[config.mk]
export PLATFORM = sky130hd
export DESIGN_NAME = parallel_to_serial_ctrl
export DESIGN_NICKNAME = d
export VERILOG_FILES = /design/src/rtl/parallel_to_serial_pkg.sv /design/src/rtl/parallel_to_serial_ctrl.sv
export SDC_FILE = /design/constraint.sdc
export NUM_CORES = 1
export LEC_CHECK = 0
export CAP_MARGIN = 25
export CORE_UTILIZATION = 56
export CTS_BUF_LIST = sky130_fd_sc_hd__clkbuf_4 sky130_fd_sc_hd__clkbuf_8
export CTS_CLUSTER_DIAMETER = 40
export DETAILED_ROUTE_END_ITERATION = 8
export PLACE_DENSITY = 0.9
export SLEW_MARGIN = 10
export SYNTH_ARGS = -nofsm -noshare
export SYNTH_HDL_FRONTEND = slang
export SYNTH_SLANG_ARGS = --single-unit
[constraint.sdc]
create_clock -name clk -period 1.8 [get_ports clk]
set_input_delay 0.27 -clock clk [delete_from_list [all_inputs] [get_ports clk]]
set_output_delay 0.27 -clock clk [all_outputs]
set_load 0.01 [all_outputs]
[src/rtl/parallel_to_serial_pkg.sv]
// Shared types and sizing helpers for parallel_to_serial_ctrl.
// P2S_PARITY_EN adds an even-parity beat after the data bits.
package parallel_to_serial_pkg;

    typedef enum logic {
        IDLE  = 1'b0,
        SHIFT = 1'b1
    } p2s_state_e;

    function automatic int unsigned cnt_width(input int unsigned data_w);
        return $clog2(data_w + 1);
    endfunction

    function automatic int unsigned beats_per_word(input int unsigned data_w);
`ifdef P2S_PARITY_EN
        return data_w + 1;
`else
        return data_w;
`endif
    endfunction

endpackage

[src/rtl/parallel_to_serial_ctrl.sv]
// Parallel-to-serial converter with valid/ready on both sides, LSB- or MSB-first.
// Build option P2S_PARITY_EN appends an even-parity beat to every word.
module parallel_to_serial_ctrl
    import parallel_to_serial_pkg::*;
#(
    parameter int unsigned DATA_W    = 8,
    parameter bit          MSB_FIRST = 1'b0
) (
    input  logic              clk,
    input  logic              reset_n,
    input  logic [DATA_W-1:0] parallel_i,
    input  logic              load_valid_i,
    output logic              load_ready_o,
    output logic              serial_o,
    output logic              valid_o,
    input  logic              ready_i,
    output logic              last_o,
    output logic              empty_o
);

    localparam int unsigned BEATS = beats_per_word(DATA_W);
    localparam int unsigned CNT_W = cnt_width(DATA_W);

    if (DATA_W < 2) begin : g_bad_width
        $error("parallel_to_serial_ctrl: DATA_W must be >= 2");
    end

    p2s_state_e       r_state;
    p2s_state_e       w_state_nxt;
    logic [BEATS-1:0] r_shift;
    logic [BEATS-1:0] w_shift_nxt;
    logic [CNT_W-1:0] r_cnt;
    logic [CNT_W-1:0] w_cnt_nxt;
    logic             r_serial;
    logic             w_serial_nxt;
    logic             r_valid;
    logic             w_valid_nxt;
    logic             r_last;
    logic             w_last_nxt;
    logic             r_empty;
    logic             w_empty_nxt;

    logic [BEATS-1:0] w_load_vec;
    logic             w_beat;
    logic             w_load_ready;
    logic             w_load;
    logic [CNT_W-1:0] w_cnt_inc;

    // Word as transmitted: data bits in send order, parity always last.
`ifdef P2S_PARITY_EN
    logic w_parity;
    assign w_parity   = ^parallel_i;
    assign w_load_vec = MSB_FIRST ? {parallel_i, w_parity} : {w_parity, parallel_i};
`else
    assign w_load_vec = parallel_i;
`endif

    assign w_beat       = r_valid && ready_i;
    assign w_load_ready = (r_state == IDLE) || (w_beat && r_last);
    assign w_load       = load_valid_i && w_load_ready;
    assign w_cnt_inc    = r_cnt + CNT_W'(1);

    // Next-state and datapath; a load on the last beat restarts the word with no bubble.
    always_comb begin
        w_state_nxt  = r_state;
        w_shift_nxt  = r_shift;
        w_cnt_nxt    = r_cnt;
        w_serial_nxt = r_serial;
        w_valid_nxt  = r_valid;
        w_last_nxt   = r_last;
        w_empty_nxt  = r_empty;
        case (r_state)
            IDLE: begin
                if (w_load) begin
                    w_state_nxt  = SHIFT;
                    w_serial_nxt = MSB_FIRST ? w_load_vec[BEATS-1] : w_load_vec[0];
                    w_shift_nxt  = MSB_FIRST ? (w_load_vec << 1) : (w_load_vec >> 1);
                    w_cnt_nxt    = '0;
                    w_valid_nxt  = 1'b1;
                    w_last_nxt   = 1'b0;
                    w_empty_nxt  = 1'b0;
                end
            end
            SHIFT: begin
                if (w_beat) begin
                    if (r_last) begin
                        if (w_load) begin
                            w_serial_nxt = MSB_FIRST ? w_load_vec[BEATS-1] : w_load_vec[0];
                            w_shift_nxt  = MSB_FIRST ? (w_load_vec << 1) : (w_load_vec >> 1);
                            w_cnt_nxt    = '0;
                            w_last_nxt   = 1'b0;
                        end else begin
                            w_state_nxt = IDLE;
                            w_valid_nxt = 1'b0;
                            w_last_nxt  = 1'b0;
                            w_empty_nxt = 1'b1;
                        end
                    end else begin
                        w_serial_nxt = MSB_FIRST ? r_shift[BEATS-1] : r_shift[0];
                        w_shift_nxt  = MSB_FIRST ? (r_shift << 1) : (r_shift >> 1);
                        w_cnt_nxt    = w_cnt_inc;
                        w_last_nxt   = (w_cnt_inc == CNT_W'(BEATS - 1));
                    end
                end
            end
            default: begin
                w_state_nxt = IDLE;
            end
        endcase
    end

    always_ff @(posedge clk or negedge reset_n) begin
        if (!reset_n) begin
            r_state  <= IDLE;
            r_shift  <= '0;
            r_cnt    <= '0;
            r_serial <= 1'b0;
            r_valid  <= 1'b0;
            r_last   <= 1'b0;
            r_empty  <= 1'b1;
        end else begin
            r_state  <= w_state_nxt;
            r_shift  <= w_shift_nxt;
            r_cnt    <= w_cnt_nxt;
            r_serial <= w_serial_nxt;
            r_valid  <= w_valid_nxt;
            r_last   <= w_last_nxt;
            r_empty  <= w_empty_nxt;
        end
    end

    assign load_ready_o = w_load_ready;
    assign serial_o     = r_serial;
    assign valid_o      = r_valid;
    assign last_o       = r_last;
    assign empty_o      = r_empty;

endmodule

==> flow_summary_export.csv, run 1 <==
group,metric,value,unit
outcome,status,"complete, no violations",
final_layout,layout_commonest_cell,"clkdlybuf4s50_1",
logic_synthesis,ys_types,30,
placement,place_hpwl,1131,µm
timing,period_minus_slack,1.726,ns
drt,drtIter0Drc,7,
critical_path,required,1.53,ns
final_layout,num-fill-cells,87,
logic_synthesis,ys_seq_area_share,49.78,%
clocking,clk_pin_slew,0.10,ns
logic_synthesis,yosys_warnings,0,
clocking,cts_buffers,3,
power,p_leak,0.4537,nW
global_routing,grt_pass1_wl,2352,µm
logic_synthesis,syn-mean-instance-area,11.90,µm²
clocking,clock_path_buffers,2,
timing,max_freq,579.4,MHz
power,peakVddDrop,0.8801,mV
final_layout,fin_nets,110,
hold_path,min_path_type,"primary input to async pin",
critical_path,r2r_slack,0.46,ns
global_routing,grt_pass1_vias,567,
die,die_y,41.12,µm
power,p_sw_share,32.90,%
critical_path,crit_path_start_kind,"primary input",
critical_path,r2r_start,"r_state",
critical_path,cp_slowest_cell,"clkdlybuf4s50_1",
power,p_seq_share,45.0,%
timing,period_share,95.88,%
final_layout,final_util,79.12,%
final_layout,finalNonFillerCells,110,
clocking,clk_latency,0.29,ns
drt,drc,0,
final_layout,layout_common_cells,"clkdlybuf4s50_1, dfrtp_1, buf_4",
placement,dp.cells,106,
die,io_pins,17,
final_layout,n_antenna_cell,0,
global_routing,grt_use_total,22.36,%
logic_synthesis,syn_area,857.1,µm²
critical_path,worstPathMaxFanout,2,
timing,finalClockSkew,0.005946,ns
final_layout,seqCellArea,429.2,µm²
power,cellPowerDensity,1324,mW/mm²
clocking,htree_num_levels,1,
die,die_area,0.001691,mm²
global_routing,grt_max_degree,18,
clocking,cts_setup_buffers,0,
power,p_switching,0.4709,mW
drt,vias,627,
timing,finalSetupTns,0,ns
job,drv_cap,0,
timing,worst_slew_pin_slew,0.3573,ns
clocking,cts_num_sinks,17,
timing,final-setup-viol-count,0,
final_layout,postLayoutCellArea,0.001081,mm²
placement,place_area,0.001051,mm²
drt,post_drt_wl_per_cell,14.08,µm
timing,drv_slew,0,
drt,drt-total-wl,1549,µm
timing,relSlewSlack,76.18,%
die,die_w,41.12,µm
critical_path,reg2reg_to,"r_shift[6]",
timing,rsz0062_at_grt,"no",
global_routing,overflow,0,
final_layout,drive_gt1_share,24.21,%
logic_synthesis,syn_inst,72,
global_routing,antenna_found_initial,0,
timing,fin_hold_ws,0.3015,ns
power,finalPower,1.431,mW
critical_path,endpoint_kind,"output port",
power,combPwrFrac,40.9,%
placement,routabilityCongestion,0.7490,
clocking,cts_tree,"done",
timing,finalWorstSetupSlack,0.07412,ns
clocking,root_buffer,"clkbuf_4",
final_layout,multi_input_area,392.9,µm²
power,clock_power_share,14.1,%
critical_path,crit_top_cell,"clkdlybuf4s50_1",
logic_synthesis,syn_nets,86,
critical_path,cp.arrival,1.46,ns
logic_synthesis,synth-seq-cells,17,
placement,portBuffers,16,
drt,dr.pass1.iters,4,
placement,pre_cts_ws,0.04687,ns
power,p_int,0.9605,mW
drt,ant_nets,0,
die,coreArea,0.001366,mm²
timing,hold_violations,0,
final_layout,synthToLayoutAreaGrowth,26.13,%
critical_path,crit_path_cell_trace,"clkdlybuf4s50_1 -> nand3_2 -> nand2_1 -> clkdlybuf4s50_1",
drt,vias_per_cell,5.700,
die,floorplan.initialDensity,62.73,%
critical_path,cpPeakStageDelay,0.53,ns
critical_path,critPathKind,"primary input to output port",
die,fp-row-count,13,
critical_path,worstRegToRegCells,3,
==> kinds of logic after synthesis <==
group,Yosys count,synth area share (%)
DFF,17,49.78
xor gates and xnor gates,3,3.066
adders and majority gates,2,2.919
AOI/OAI and AO/OA,22,23.80
and+or+nand+nor,22,16.06
buffers and inverters,6,4.379
==> critical path, delay by kind of cell <==
kind / cells / cell delay (ns)
buffers and inverters: 2 / 1.02
AND/OR/NAND/NOR: 2 / 0.16
==> how the worst max path moves through the flow <==
stage / start / endpoint / slack, ns / depth (start not counted)
floorplan: last_o / r_shift[6] / 0.55 / 3
global route: valid_o / load_ready_o / 0.007 / 3
CTS: valid_o / load_ready_o / 0.07 / 3
finish: ready_i / load_ready_o / 0.07 / 4
global placement: ready_i / load_ready_o / 0.07 / 4
detailed placement: ready_i / r_cnt[3] / 0.05 / 5
==> routing by layer <==
layer | wire (µm) | global-route usage [%]
met1 | 742 | 25.94
met2 | 714 | 36.72
met3 | 56 | 4.891
met4 | 36 | 14.52
met5 | 0 | 0
==> what timing repair did <==
action	CTS	global route
gates resized for setup	2	0
hold buffers	0	0
endpoints found under the setup margin	1	0
==> synthesized netlist by cell type, drive strengths merged <==
master / number / area (µm²)
a21boi: 1 / 7.510
a21o: 2 / 16.27
a21oi: 4 / 20.02
a221o: 1 / 10.01
a2bb2oi: 1 / 26.28
a32o: 1 / 10.01
a41oi: 1 / 8.760
and2b: 1 / 7.510
buf: 2 / 22.52
dfrtp: 16 / 400.4
dfstp: 1 / 26.28
ha: 2 / 25.02
inv: 4 / 15.01
nand2: 4 / 15.01
nand3: 3 / 20.02
nand4b: 1 / 23.77
nor2: 4 / 15.01
o21ai: 2 / 10.01
o221a: 7 / 78.82
o2bb2ai: 1 / 8.760
o31ai: 1 / 7.510
or2: 8 / 50.05
or3: 1 / 6.260
xnor2: 2 / 17.52
xor2: 1 / 8.760
==> power by group through the flow <==
stage	sequential (mW)	clock, mW	combinational (mW)
after floorplan	0.637	0	0.406
after global placement	0.641	0	0.564
after detailed placement	0.648	0	0.590
after CTS	0.645	0.209	0.593
after global routing	0.666	0.223	0.647
final	0.644	0.202	0.585
==> flip-flops by register name (all words and copies together), names as in the netlist <==
signal,cells
last_o,1
serial_o,1
empty_o,1
r_shift,8
r_state,1
r_cnt,4
valid_o,1
==> cell type report <==
cell class                 instances  area share [%]
tap                               15           1.736
sequential                        17           39.70
clock inverter                     1          0.4630
clock buffer                       3           2.083
timing repair buffer              21           18.29
inverter                           4           1.389
multi-input combinational         49           36.34
(Power assumes the default switching activity.)
==> inputs of run 2 (changes only) <==
--- a/config.mk
+++ b/config.mk
@@ -10,6 +10,8 @@
 export CTS_BUF_LIST = sky130_fd_sc_hd__clkbuf_4 sky130_fd_sc_hd__clkbuf_8
 export CTS_CLUSTER_DIAMETER = 40
 export DETAILED_ROUTE_END_ITERATION = 8
+export GPL_ROUTABILITY_DRIVEN = 1
+export MAX_ROUTING_LAYER = met4
 export PLACE_DENSITY = 0.9
 export SLEW_MARGIN = 10
 export SYNTH_ARGS = -nofsm -noshare
==> run 2 against run 1 <==
Against the previous run: cell area did not move; flip-flop and latch count did not move; power rose by 0.13%; wire length rose by 0.77%; via count fell by 0.32%; non-clock buffer count did not move; clock skew barely moved; critical path depth did not move; die area did not move; setup slack improved by 0.00055 ns; sequential share of layout area did not move; critical path type unchanged; critical endpoint unchanged.
==> flow_summary_export.csv, run 2 (synthesis results as in run 1) <==
group,metric,value,unit
outcome,status,"complete, no violations",
clocking,clock_path_buffers,2,
timing,final-setup-viol-count,0,
placement,routabilityCongestion,0.7586,
critical_path,worstPathMaxFanout,2,
timing,finalWorstSetupSlack,0.07467,ns
clocking,cts_buffers,3,
drt,vias,625,
critical_path,r2r_start,"r_state",
final_layout,n_antenna_cell,0,
clocking,root_buffer,"clkbuf_4",
die,die_y,41.12,µm
die,fp-row-count,13,
final_layout,seqCellArea,429.2,µm²
drt,drt-total-wl,1561,µm
die,floorplan.initialDensity,62.73,%
timing,period_share,95.85,%
power,p_leak,0.4537,nW
drt,post_drt_wl_per_cell,14.19,µm
clocking,clk_pin_slew,0.10,ns
hold_path,min_path_type,"primary input to async pin",
global_routing,grt_pass1_vias,569,
timing,rsz0062_at_grt,"no",
placement,dp.cells,106,
final_layout,layout_commonest_cell,"clkdlybuf4s50_1",
die,io_pins,17,
clocking,cts_num_sinks,17,
power,cellPowerDensity,1326,mW/mm²
clocking,cts_hold_buf,0,
final_layout,finalNonFillerCells,110,
global_routing,overflow,0,
final_layout,reg_top3,"r_shift x8, r_cnt x4",
timing,relSlewSlack,75.99,%
die,coreArea,0.001366,mm²
global_routing,grt_pass1_wl,2346,µm
clocking,htree_num_levels,1,
final_layout,largest_register_ff_count,8,
die,die_area,0.001691,mm²
critical_path,crit_path_start_kind,"primary input",
final_layout,layout_common_cells,"clkdlybuf4s50_1, dfrtp_1, buf_4",
critical_path,endpoint_kind,"output port",
global_routing,antenna_found_initial,0,
clocking,clk_latency,0.30,ns
critical_path,required,1.53,ns
drt,drtIter0Drc,10,
timing,hold_violations,0,
timing,worst_slew_pin_slew,0.3602,ns
final_layout,num-fill-cells,87,
timing,period_minus_slack,1.725,ns
placement,pre_cts_ws,0.04687,ns
placement,place_hpwl,1131,µm
timing,fin_hold_ws,0.2990,ns
critical_path,startpoint,"ready_i",
clocking,cts_tree,"done",
global_routing,grt_use_total,22.99,%
final_layout,synthToLayoutAreaGrowth,26.13,%
critical_path,cp.arrival,1.46,ns
timing,max_freq,579.6,MHz
timing,drv_slew,0,
die,die_w,41.12,µm
placement,portBuffers,16,
timing,finalClockSkew,0.006109,ns
timing,finalSetupTns,0,ns
power,peakVddDrop,0.8805,mV
global_routing,grt_max_degree,18,
drt,drc,0,
job,drv_cap,0,
final_layout,fin_nets,110,
final_layout,max_flop_register,"r_shift",
drt,dr.pass1.iters,4,
final_layout,final_util,79.12,%
final_layout,drive_gt1_share,24.21,%
drt,ant_nets,0,
critical_path,critPathKind,"primary input to output port",
final_layout,multi_input_area,392.9,µm²
drt,vias_per_cell,5.682,
run 2: cell counts in the layout (fill, tap and decap cells not counted):
No cell type changed its count.
run 2: timing repair:
item	CTS	global route
setup endpoints to repair	1	0
gates resized for setup	2	0
setup buffers	0	0
run 2: worst max-delay path, stage by stage:
cell             delay (ns)
clkdlybuf4s50_1        0.49
nand3_2                0.07
nand2_1                0.09
clkdlybuf4s50_1        0.53
run 2: path summary, 6_finish.rpt:
path / slack [ns] / end / cells after the start
hold / removal: 0.30 / r_shift[2] / 2
min in group clk: 0.51 / empty_o / 2
hold reg to reg: 0.51 / empty_o / 2
setup / recovery: 0.07 / load_ready_o / 4
setup reg to reg: 0.46 / r_shift[6] / 3
max in group asynchronous: 1.25 / empty_o / 2
run 2: report_power, final:
part | leakage (nW) | internal (mW) | switching (mW) | total (mW)
sequential | 0.195 | 0.529 | 0.116 | 0.645
clock | 0.0177 | 0.0829 | 0.120 | 0.203
combinational | 0.241 | 0.349 | 0.236 | 0.585
run 2: metal layers:
layer  vias to the layer above  GRT usage [%]  wire length [µm]
li1                        312              -                 -
met1                       294          25.94               747
met2                        14          36.72               716
met3                         5          4.891                59
met4                         0          14.52                37
met5                         -              -                 0
run 2: through the flow:
step,instance area [µm²],power [mW]
2_1_floorplan,857.1,1.043
3_3_place_gp,1051,1.205
3_5_place_dp,1051,1.238
4_1_cts,1081,1.447
5_1_grt,1081,1.536
6_report,1081,1.433
run 2: cell type report:
| class | count | area share [%] |
|---|---|---|
| flip-flops and latches | 17 | 39.70 |
| inverters | 4 | 1.389 |
| repair buffers | 21 | 18.29 |
| clock buffers | 3 | 2.083 |
| multi-input cells | 49 | 36.34 |
| well taps | 15 | 1.736 |
| clock inverters | 1 | 0.4630 |
==> inputs of run 3 (changes only) <==
--- a/config.mk
+++ b/config.mk
@@ -6,9 +6,11 @@
 export NUM_CORES = 1
 export LEC_CHECK = 0
 export CAP_MARGIN = 25
-export CORE_UTILIZATION = 56
+export CELL_PAD_IN_SITES_DETAIL_PLACEMENT = 0
+export CELL_PAD_IN_SITES_GLOBAL_PLACEMENT = 2
+export CORE_UTILIZATION = 37
 export CTS_BUF_LIST = sky130_fd_sc_hd__clkbuf_4 sky130_fd_sc_hd__clkbuf_8
-export CTS_CLUSTER_DIAMETER = 40
+export CTS_CLUSTER_DIAMETER = 30
 export DETAILED_ROUTE_END_ITERATION = 8
 export GPL_ROUTABILITY_DRIVEN = 1
 export MAX_ROUTING_LAYER = met4
==> run 3 against run 2 <==
Against the previous run: hold slack worse by 0.086 ns; global-route usage is 7.2 points lower; setup slack improved by 0.11 ns; first-iteration DRC count is the same; utilization decreased by 28 points; wire length increased by 6.4%; largest cell class unchanged; largest power group unchanged.
==> flow_summary_export.csv, run 3 (synthesis results as in run 1) <==
group,metric,value,unit
critical_path,path_buf_inv,1,
job,drv_cap,0,
die,coreArea,0.002191,mm²
critical_path,required,1.53,ns
final_layout,seqCellArea,430.4,µm²
final_layout,max_flop_register,"r_shift",
placement,pre_cts_ws,0.05354,ns
timing,max_freq,618.7,MHz
placement,place_area,0.001060,mm²
final_layout,postLayoutCellArea,0.001119,mm²
clocking,cts_hold_buf,0,
final_layout,n_antenna_cell,0,
timing,finalSetupTns,0,ns
timing,drv_slew,0,
timing,hold_violations,0,
clocking,root_buffer,"clkbuf_4",
placement,routabilityCongestion,0.7441,
final_layout,reg_top3,"r_shift x8, r_cnt x4",
clocking,clk_latency,0.30,ns
drt,ant_nets,0,
die,io_pins,17,
timing,period_minus_slack,1.616,ns
power,p_switching,0.4840,mW
clocking,cts_tree,"done",
hold_path,min_path_type,"primary input to async pin",
power,p_seq_share,43.6,%
placement,portBuffers,16,
critical_path,worstPathMaxFanout,2,
final_layout,layout_commonest_cell,"clkdlybuf4s50_1",
timing,relSlewSlack,73.72,%
drt,dr.pass1.iters,4,
global_routing,overflow,0,
final_layout,num-fill-cells,207,
global_routing,grt_pass1_wl,2849,µm
global_routing,grt_pass1_vias,626,
drt,drt-total-wl,1661,µm
power,peakVddDrop,0.6478,mV
final_layout,synthToLayoutAreaGrowth,30.51,%
global_routing,antenna_found_initial,0,
clocking,clk_pin_slew,0.11,ns
timing,worst_slew_pin_slew,0.3942,ns
power,p_sw_share,32.81,%
final_layout,largest_register_ff_count,8,
timing,finalWorstSetupSlack,0.1836,ns
die,floorplan.initialDensity,39.12,%
die,die_y,50.13,µm
drt,drtIter0Drc,10,
timing,rsz0062_at_grt,"no",
critical_path,crit_path_cell_trace,"clkdlybuf4s50_1",
clocking,cts_buffers,3,
timing,final-setup-viol-count,0,
final_layout,fin_nets,112,
final_layout,multi_input_area,392.9,µm²
drt,vias_per_cell,5.080,
final_layout,drive_gt1_share,26.80,%
critical_path,cp.arrival,1.35,ns
critical_path,critPathKind,"register to output port",
timing,period_share,89.80,%
power,p_int,0.9912,mW
die,fp-row-count,17,
clocking,htree_num_levels,1,
global_routing,grt_use_total,15.76,%
power,cellPowerDensity,1319,mW/mm²
power,p_leak,0.4766,nW
drt,drc,0,
critical_path,cpPeakStageDelay,0.53,ns
drt,vias,635,
power,clock_power_share,14.3,%
die,die_area,0.002513,mm²
critical_path,cp_slowest_cell,"dfstp_2",
outcome,status,"complete, no violations",
critical_path,crit_path_start_kind,"register",
power,finalPower,1.475,mW
critical_path,critical-path-top-delay-family,"flip-flops",
global_routing,grt_max_degree,15,
clocking,clock_path_buffers,2,
clocking,cts_num_sinks,17,
power,combPwrFrac,42.0,%
drt,post_drt_wl_per_cell,13.29,µm
placement,place_hpwl,1236,µm
critical_path,endpoint_kind,"output port",
timing,finalClockSkew,0.01060,ns
final_layout,layout_common_cells,"clkdlybuf4s50_1, dfrtp_1, buf_4",
die,die_w,50.13,µm
-- run 3: path summary, 6_finish.rpt --
kind | from | endpoint | slack, ns | cells after the start
max in group asynchronous | reset_n | empty_o | 1.04 | 2
max | empty_o | empty_o | 0.18 | 1
min in group clk | empty_o | empty_o | 0.49 | 2
min | reset_n | r_shift[3] | 0.21 | 1
max reg2reg | last_o | r_shift[6] | 0.34 | 4
min reg2reg | empty_o | empty_o | 0.49 | 2
-- run 3: per-stage QoR --
stage	cells	hold WS [ns]	util [%]
floorplan	72	-0.02559	-
global placement	118	0.4749	48.37
detailed placement	118	0.4847	48.37
CTS	122	0.2150	49.86
global route	125	0.2079	51.06
finish	125	0.2129	51.06
-- run 3: metal layers --
layer	routed length [µm]	share of wire, %	vias to the layer above	global-route usage [%]
li1	-	-	315	-
met1	790	48	303	20.58
met2	775	47	15	23.56
met3	79	4.8	2	5.758
met4	14	0.84	0	2.857
met5	0	0	-	-
-- run 3: final cells by class --
type | instances | share of cell area, %
clock buffer | 3 | 2.013
multi-input combinational | 49 | 35.12
sequential | 17 | 38.48
tap | 28 | 3.132
clock inverter | 1 | 0.6711
timing repair buffer | 23 | 19.24
inverter | 4 | 1.342
-- run 3: power groups by stage --
| stage | clock (mW) | sequential, mW | combinational [mW] |
|---|---|---|---|
| final | 0.211 | 0.644 | 0.620 |
| after global routing | 0.242 | 0.664 | 0.691 |
| after CTS | 0.225 | 0.647 | 0.582 |
| after detailed placement | 0 | 0.652 | 0.580 |
| after global placement | 0 | 0.645 | 0.566 |
| after floorplan | 0 | 0.637 | 0.406 |
-- run 3: timing repair --
action,CTS,global route
setup buffers,0,3
resized for setup,2,2
endpoints found under the setup margin,1,1
